$ cat config.mk
export PLATFORM = sky130hd
export DESIGN_NAME = task_1_out_flat
export DESIGN_NICKNAME = d
export VERILOG_FILES = /design/src/rtl/task_1_out_if.sv /design/src/rtl/task_1_out.sv /design/src/flat_wrapper.sv
export SDC_FILE = /design/constraint.sdc
export NUM_CORES = 2
export LEC_CHECK = 0
export CAP_MARGIN = 10
export CORE_MARGIN = 1
export CORE_UTILIZATION = 49
export DETAILED_ROUTE_END_ITERATION = 8
export SYNTH_ARGS = -nofsm -noshare
export SYNTH_HDL_FRONTEND = slang
export SYNTH_SLANG_ARGS = --single-unit
$ cat constraint.sdc
create_clock -name i_clk -period 5.7 [get_ports i_clk]
set_input_delay 0.855 -clock i_clk [delete_from_list [all_inputs] [get_ports i_clk]]
set_output_delay 0.855 -clock i_clk [all_outputs]
set_load 0.01 [all_outputs]
$ cat src/rtl/task_1_out_if.sv
// AXI-Stream link carrying framed task output words from task_1_out to the downstream consumer.
interface task_1_out_if #(
   parameter int DATA_WIDTH = 8
);
   logic [DATA_WIDTH-1:0] o_tdata;
   logic                  o_tvalid;
   logic                  o_tlast;
   logic                  i_tready;

   modport master (output o_tdata, output o_tvalid, output o_tlast, input i_tready);
   modport slave  (input o_tdata, input o_tvalid, input o_tlast, output i_tready);
endinterface

$ cat src/rtl/task_1_out.sv
// Store-and-forward output framer: buffers NUM_WORDS core words, then streams them as one
// AXI-Stream frame with a registered output stage backed by a one-word prefetch.
module task_1_out #(
   parameter int DATA_WIDTH = 8,
   parameter int NUM_WORDS  = 243,
   parameter int ADDR_WIDTH = (NUM_WORDS > 1) ? $clog2(NUM_WORDS) : 1
) (
   input  logic                  i_clk,
   input  logic                  i_rst,
   input  logic [DATA_WIDTH-1:0] i_data,
   input  logic                  i_enb,
   task_1_out_if.master          axis,
   output logic                  o_output_last,
   output logic                  o_busy,
   output logic                  o_overflow
);
   typedef enum logic [1:0] {
      ST_IDLE    = 2'd0,
      ST_COLLECT = 2'd1,
      ST_SEND    = 2'd2,
      ST_DONE    = 2'd3
   } state_t;

   localparam logic [ADDR_WIDTH-1:0] LAST_ADDR = ADDR_WIDTH'(NUM_WORDS - 1);

   state_t                state_r;
   logic [DATA_WIDTH-1:0] mem_r [NUM_WORDS];
   logic [DATA_WIDTH-1:0] mem_q_r;
   logic [ADDR_WIDTH-1:0] wr_cnt_r;
   logic [ADDR_WIDTH-1:0] rd_cnt_r;
   logic                  rd_all_r;
   logic                  rd_pend_r;
   logic                  rd_last_r;
   logic [DATA_WIDTH-1:0] pf_data_r;
   logic                  pf_last_r;
   logic                  pf_vld_r;
   logic [DATA_WIDTH-1:0] tdata_r;
   logic                  tvalid_r;
   logic                  tlast_r;
   logic                  output_last_r;
   logic                  busy_r;
   logic                  overflow_r;

   logic accept_s;
   logic xfer_s;
   logic out_free_s;
   logic held_s;
   logic issue_s;

   // Handshake decode; a read is issued only when the output register and prefetch can absorb it
   always_comb begin
      accept_s   = 1'b0;
      xfer_s     = tvalid_r & axis.i_tready;
      out_free_s = ~tvalid_r | axis.i_tready;
      held_s     = tvalid_r & ~axis.i_tready;
      issue_s    = 1'b0;
      if ((state_r == ST_IDLE) || (state_r == ST_COLLECT)) begin
         accept_s = i_enb;
      end else begin
         accept_s = 1'b0;
      end
      if ((state_r == ST_SEND) && !rd_all_r) begin
         issue_s = ~((held_s & pf_vld_r) | (held_s & rd_pend_r) | (pf_vld_r & rd_pend_r));
      end else begin
         issue_s = 1'b0;
      end
   end

   // Frame buffer with registered read port
   always_ff @(posedge i_clk) begin
      if (accept_s) begin
         mem_r[wr_cnt_r] <= i_data;
      end
      if (issue_s) begin
         mem_q_r <= mem_r[rd_cnt_r];
      end
   end

   // Control FSM, read pipeline and registered outputs
   always_ff @(posedge i_clk or posedge i_rst) begin
      if (i_rst) begin
         state_r       <= ST_IDLE;
         wr_cnt_r      <= {ADDR_WIDTH{1'b0}};
         rd_cnt_r      <= {ADDR_WIDTH{1'b0}};
         rd_all_r      <= 1'b0;
         rd_pend_r     <= 1'b0;
         rd_last_r     <= 1'b0;
         pf_data_r     <= {DATA_WIDTH{1'b0}};
         pf_last_r     <= 1'b0;
         pf_vld_r      <= 1'b0;
         tdata_r       <= {DATA_WIDTH{1'b0}};
         tvalid_r      <= 1'b0;
         tlast_r       <= 1'b0;
         output_last_r <= 1'b0;
         busy_r        <= 1'b0;
         overflow_r    <= 1'b0;
      end else begin
         rd_pend_r <= issue_s;
         rd_last_r <= issue_s && (rd_cnt_r == LAST_ADDR);
         if (issue_s) begin
            if (rd_cnt_r == LAST_ADDR) begin
               rd_cnt_r <= {ADDR_WIDTH{1'b0}};
               rd_all_r <= 1'b1;
            end else begin
               rd_cnt_r <= rd_cnt_r + ADDR_WIDTH'(1);
            end
         end

         // Prefetch feeds the output register first so beats stay in order
         if (out_free_s) begin
            if (pf_vld_r) begin
               tdata_r  <= pf_data_r;
               tlast_r  <= pf_last_r;
               tvalid_r <= 1'b1;
               if (rd_pend_r) begin
                  pf_data_r <= mem_q_r;
                  pf_last_r <= rd_last_r;
               end else begin
                  pf_vld_r <= 1'b0;
               end
            end else if (rd_pend_r) begin
               tdata_r  <= mem_q_r;
               tlast_r  <= rd_last_r;
               tvalid_r <= 1'b1;
            end else begin
               tvalid_r <= 1'b0;
               tlast_r  <= 1'b0;
            end
         end else if (rd_pend_r) begin
            pf_data_r <= mem_q_r;
            pf_last_r <= rd_last_r;
            pf_vld_r  <= 1'b1;
         end

         if (i_enb && ((state_r == ST_SEND) || (state_r == ST_DONE))) begin
            overflow_r <= 1'b1;
         end

         case (state_r)
            ST_IDLE, ST_COLLECT: begin
               output_last_r <= 1'b0;
               if (accept_s) begin
                  busy_r <= 1'b1;
                  if (wr_cnt_r == LAST_ADDR) begin
                     wr_cnt_r <= {ADDR_WIDTH{1'b0}};
                     state_r  <= ST_SEND;
                  end else begin
                     wr_cnt_r <= wr_cnt_r + ADDR_WIDTH'(1);
                     state_r  <= ST_COLLECT;
                  end
               end
            end
            ST_SEND: begin
               if (xfer_s && tlast_r) begin
                  state_r       <= ST_DONE;
                  output_last_r <= 1'b1;
               end
            end
            ST_DONE: begin
               state_r       <= ST_IDLE;
               output_last_r <= 1'b0;
               busy_r        <= 1'b0;
               rd_all_r      <= 1'b0;
            end
            default: begin
               state_r       <= ST_IDLE;
               output_last_r <= 1'b0;
               busy_r        <= 1'b0;
            end
         endcase
      end
   end

   assign axis.o_tdata  = tdata_r;
   assign axis.o_tvalid = tvalid_r;
   assign axis.o_tlast  = tlast_r;
   assign o_output_last = output_last_r;
   assign o_busy        = busy_r;
   assign o_overflow    = overflow_r;
endmodule

$ cat src/flat_wrapper.sv
// flat-port wrapper written by rule: the top's interface ports become plain ports
module task_1_out_flat 
#(
   parameter int DATA_WIDTH = 8,
   parameter int NUM_WORDS  = 243,
   parameter int ADDR_WIDTH = (NUM_WORDS > 1) ? $clog2(NUM_WORDS) : 1
)
  (i_clk, i_rst, i_data, i_enb, o_output_last, o_busy, o_overflow, axis_o_tdata, axis_o_tvalid, axis_o_tlast, axis_i_tready);
  task_1_out_if #(.DATA_WIDTH(DATA_WIDTH)) axis_i ();
  input  logic i_clk;
  input  logic i_rst;
  input  logic [DATA_WIDTH-1:0] i_data;
  input  logic i_enb;
  output logic o_output_last;
  output logic o_busy;
  output logic o_overflow;
  output wire logic [$bits(axis_i.o_tdata)-1:0] axis_o_tdata;
  output wire logic [$bits(axis_i.o_tvalid)-1:0] axis_o_tvalid;
  output wire logic [$bits(axis_i.o_tlast)-1:0] axis_o_tlast;
  input wire logic [$bits(axis_i.i_tready)-1:0] axis_i_tready;
  assign axis_o_tdata = axis_i.o_tdata;
  assign axis_o_tvalid = axis_i.o_tvalid;
  assign axis_o_tlast = axis_i.o_tlast;
  assign axis_i.i_tready = axis_i_tready;
  task_1_out #(.DATA_WIDTH(DATA_WIDTH), .NUM_WORDS(NUM_WORDS), .ADDR_WIDTH(ADDR_WIDTH)) u_core (.i_clk(i_clk), .i_rst(i_rst), .i_data(i_data), .i_enb(i_enb), .axis(axis_i), .o_output_last(o_output_last), .o_busy(o_busy), .o_overflow(o_overflow));
endmodule
==> results by stage <==
Power:
- Net switching is between 20 and 30% of the power.
- The internal power contribution is about 0.025 W.
- In this run the power spent charging and discharging nets is 0.00843 W.
- The share of total power in sequential cells is between 40% and 50%.
- Dividing total power by cell area gives a power density of 387 nW/µm².
- The worst IR drop on VDD is 0.355 mV.
- The leakage component of the power is 27.6 nW.
- The clock share of power is 38.8%.
- The combinational power share is 12.5%.

Placed design:
- Input and output buffers added on the ports amount to 24.
- The number of cells after detailed placement is 5847.
- The placed wire-length estimate is 130 mm.
- At the end of routability-driven placement, the weighted congestion stood at 0.878.

Synthesis:
- The top flip-flop cell by instance count after synthesis is sky130_fd_sc_hd__edfxtp_1.
- The net count after synthesis is 3912.
- The mux cell area share after synthesis is around 15%.
- After synthesis, flip-flops and latches occupy between 70% and 80% of the total area.
- The post-synthesis compound-gate area fraction is 3.79%.
- The number of distinct library cells after synthesis is 70.
- After Yosys synthesis, and, or, nand and nor cells account for 3.03% of the synthesized area.
- The synthesized netlist devotes less than 1% of its cell area to XOR and XNOR gates.
- Counting flops with an async set or reset pin after synthesis yields a share of 2.20%.
- Summing every instance area after synthesis gives between 70000 and 80000 µm².
- The adder-cell share of the synthesized area is 0.109%.
- The dominant combinational cell family by area after synthesis is multiplexers.
- In this run the mean area of a mapped cell was roughly 20 µm².
- The number of warnings issued by yosys is 0.
- The flop and latch count out of synthesis is 1996.
- The number of enable flip-flop cells after synthesis is 1952.
- The number of cells produced by synthesis is 3894.

Floorplan:
- The top-level I/O count is 25.
- For this configuration, the core starts out at a cell density of between 40% and 50%.
- The placeable core region is 158000 µm².
- From left edge to right edge, the die measures 402 µm.
- In this run the core area contains about 150 standard-cell rows.
- Measured along the y axis, the die boundary spans 402 µm.
- The area of the die is 161000 µm².

Timing:
- Derived from the worst setup path, the maximum achievable clock frequency is 223 MHz.
- The actual transition at the worst max-transition pin is 1.30 ns.
- The final hold slack is around 0.46 ns.
- Setup repair after global routing left no endpoint under its margin.
- The post-layout minimum cycle time is 4.49 ns.
- The final setup skew is 0.0266 ns.
- The number of failing hold endpoints at the final stage is 0.
- The final max-slew violation count is 0.
- The final cycle utilization of the critical path is 78.7%.
- In this run the tightest slew margin relative to its limit is a little over an eighth.
- The accumulated negative setup slack is 0 ns.
- Setup violations remaining at the end of the flow were counted as 0.

CTS:
- Gates resized during post-CTS repair numbered 0.
- The clock transition at the registers of the reported paths is approximately 0.060 ns.
- The total of hold buffers inserted after clock tree synthesis is 0.
- No sink is reached through more buffers than the 3 on the longest clock path.
- The CTS buffer count is 201.
- The buffer cell driving the clock tree root is sky130_fd_sc_hd__clkbuf_16.
- The depth of the CTS H-tree is 4.
- The number of sinks driven by the clock tree is 1996.
- The post-CTS setup-driven buffer insertion count is 0.
- The clock reaches the later pin of the worst-skew pair after 0.85 ns.
- The TritonCTS clock tree is done.

Setup path:
- The worst setup path is captured at a register.
- The worst register-to-register path has a depth of 7.
- Among all stages on the critical path, the largest delay is contributed by sky130_fd_sc_hd__dfrtp_4.
- The worst setup path is launched from a register.
- The critical path arrival is 5.05 ns.
- The critical path is of the reg2reg type.
- The required time at the worst-slack endpoint is roughly 6.3 ns.
- The maximum fanout along the worst path is 50.
- The signal on the critical path passes through buf_12 > buf_4 > mux4_2 > mux2i_1 > o221ai_1 > a31oi_1 > o32ai_1.
- The worst stage delay on the critical path is 0.83 ns.

Flow run:
- The total of max-cap violations is 0.

Layout:
- The number of nets in the final layout is 3996.
- The filler-free cell count of the finished design is 6223.
- Relative to the synthesized area, the layout overhead comes to 11.3%.
- The layout cell share with drive strength beyond 1 is 20.3%.

Drt:
- The violation count after the first detailed-route iteration is around 5000.
- The number of iterations in the first detailed-routing pass is 6.
- The detail route stage leaves a number of antenna-violating nets equal to 0.
- The average wire length per cell after detail routing is 34.8 µm.
- The detailed router placed 39900 vias in this run.
- After detailed routing, the number of vias per cell comes to 6.41.
- The number of remaining DRC errors is 0.
- The aggregate routed wire length is 216 mm.

Worst hold path:
- The min-delay analysis places its worst path in the category reg2reg.
- Along the worst hold path, the cell count comes to 1.

Global routing:
- Global routing used 26.9% of the available tracks across all layers.
- The sum of overflow across all layers after global routing is 0.
- The via count of the first global-routing pass is 39100.
- The maximum number of pins on one net before global-route repair is 157.
- The number of antenna violations at the first check in global routing is 6.
- The first global-routing pass estimated 304 mm of wire.

Status:
- The flow ran to the end, and the final reports show no timing, DRC or antenna violations.
## layout make-up
| type | count | area [µm²] |
|---|---|---|
| inverters | 12 | 48.8 |
| fillers | 12100 | 71300 |
| repair buffers | 122 | 1210 |
| clock buffers | 255 | 5280 |
| multi-input cells | 1645 | 16900 |
| flip-flops and latches | 1996 | 59700 |
| clock inverters | 119 | 1250 |
| well taps | 2072 | 2590 |
| diodes | 2 | 5.00 |
## sequential cells by signal (all words and copies together), names as in the netlist
name / count
u_core.axis.o_tdata: 8
u_core.axis.o_tlast: 1
u_core.axis.o_tvalid: 1
u_core.mem_q_r: 8
u_core.mem_r: 1944
u_core.o_busy: 1
u_core.o_output_last: 1
u_core.o_overflow: 1
u_core.pf_data_r: 8
u_core.pf_last_r: 1
u_core.pf_vld_r: 1
u_core.rd_all_r: 1
u_core.rd_cnt_r: 8
u_core.rd_last_r: 1
u_core.rd_pend_r: 1
u_core.state_r: 2
u_core.wr_cnt_r: 8
## cells by family (layout without fill, tap and decap cells)
logic type | after synthesis | count (layout)
AO/OA/AOI/OAI | 421 | 421
XOR/XNOR | 6 | 6
adder cells (fa/ha/maj) | 7 | 7
buffers and inverters | 253 | 508
flip-flops | 1996 | 1996
multiplexers | 644 | 644
other | 0 | 2
AND/OR/NAND/NOR | 567 | 567
## synth_stat cells (all sizes together) (4+ instances only)
cell type | count | share of area, %
nand3b | 4 | 0.043
edfxtp | 1952 | 75
mux4 | 391 | 11
o21ai | 55 | 0.35
nand4 | 7 | 0.056
nor2b | 18 | 0.14
mux2 | 18 | 0.26
o32ai | 9 | 0.11
dfrtp | 44 | 1.4
mux2i | 235 | 3.0
a22oi | 38 | 0.36
ha | 6 | 0.096
o211ai | 9 | 0.086
nand2b | 5 | 0.040
clkbuf | 95 | 0.46
and3 | 5 | 0.040
nor4 | 4 | 0.032
buf | 146 | 1.6
o41ai | 5 | 0.056
a31oi | 16 | 0.13
a221o | 6 | 0.077
nand2 | 144 | 0.69
a2111oi | 10 | 0.11
o31ai | 9 | 0.093
inv | 12 | 0.058
xor2 | 5 | 0.056
a221oi | 49 | 0.63
a311oi | 4 | 0.045
nor2 | 315 | 1.5
nor3 | 16 | 0.10
nand3 | 29 | 0.19
o22ai | 40 | 0.32
o221ai | 27 | 0.30
a22o | 4 | 0.045
o31a | 4 | 0.045
and2 | 9 | 0.072
a211oi | 28 | 0.27
a21oi | 92 | 0.59
## layer usage
layer	global-route usage, %	up-vias	part of all wire, %
li1	-	16200	-
met1	39.0	21200	41
met2	40.8	2147	46
met3	5.76	342	9.0
met4	9.23	2	3.3
met5	0	-	0.0051
## through the flow
step	worst slack (ns)	total power, W	util, %	area [µm²]
6_report	1.21	0.0337	55.0	87000
4_1_cts	1.29	0.0339	55.0	87000
3_3_place_gp	1.27	0.0209	50.8	80500
3_5_place_dp	1.28	0.0209	50.8	80500
2_1_floorplan	3.08	0.0194	-	78200
5_1_grt	1.14	0.0346	55.0	87000
## placed cells by master (no fill, tap or decap), types with 17 or more instances in the layout
master                         n
sky130_fd_sc_hd__clkbuf_1     49
sky130_fd_sc_hd__buf_4        82
sky130_fd_sc_hd__a22oi_1      38
sky130_fd_sc_hd__bufinv_16    18
sky130_fd_sc_hd__clkinv_1     32
sky130_fd_sc_hd__edfxtp_1   1952
sky130_fd_sc_hd__mux4_2      384
sky130_fd_sc_hd__o21ai_1      17
sky130_fd_sc_hd__nor2_1      313
sky130_fd_sc_hd__clkinv_2     49
sky130_fd_sc_hd__o21ai_0      38
sky130_fd_sc_hd__dfrtp_1      38
sky130_fd_sc_hd__mux2_2       18
sky130_fd_sc_hd__a211oi_1     28
sky130_fd_sc_hd__a221oi_1     39
sky130_fd_sc_hd__o22ai_1      40
sky130_fd_sc_hd__nand3_1      29
sky130_fd_sc_hd__a21oi_1      92
sky130_fd_sc_hd__o221ai_1     27
sky130_fd_sc_hd__clkbuf_16   201
sky130_fd_sc_hd__mux2i_1     235
sky130_fd_sc_hd__nand2_1     139
## worst paths after layout
check	to	slack, ns	from
worst max-delay path	u_core.mem_q_r[7]	1.21	u_core.rd_cnt_r[1]
worst min-delay path	u_core.o_overflow	0.46	u_core.o_overflow
worst max register to register	u_core.mem_q_r[7]	1.21	u_core.rd_cnt_r[1]
worst min register to register	u_core.o_overflow	0.46	u_core.o_overflow
max in group asynchronous	u_core.rd_cnt_r[1]	4.37	i_rst
min in group asynchronous	u_core.o_output_last	0.56	i_rst
## critical path, delay by kind of cell, from the launching register on
family | cells | cell delay (ns)
AO/OA/AOI/OAI | 3 | 1.52
buffers and inverters | 2 | 0.95
multiplexers | 2 | 0.83
flip-flops | 1 | 0.83
## power groups by stage
stage / clock network, W / registers (W) / logic [W]
6_report: 0.0131 / 0.0164 / 0.00422
5_1_grt: 0.0138 / 0.0164 / 0.00439
4_1_cts: 0.0132 / 0.0164 / 0.00422
3_5_place_dp: 0 / 0.0167 / 0.00421
3_3_place_gp: 0 / 0.0167 / 0.00420
2_1_floorplan: 0 / 0.0166 / 0.00277
Power figures use the tool's default switching activity.
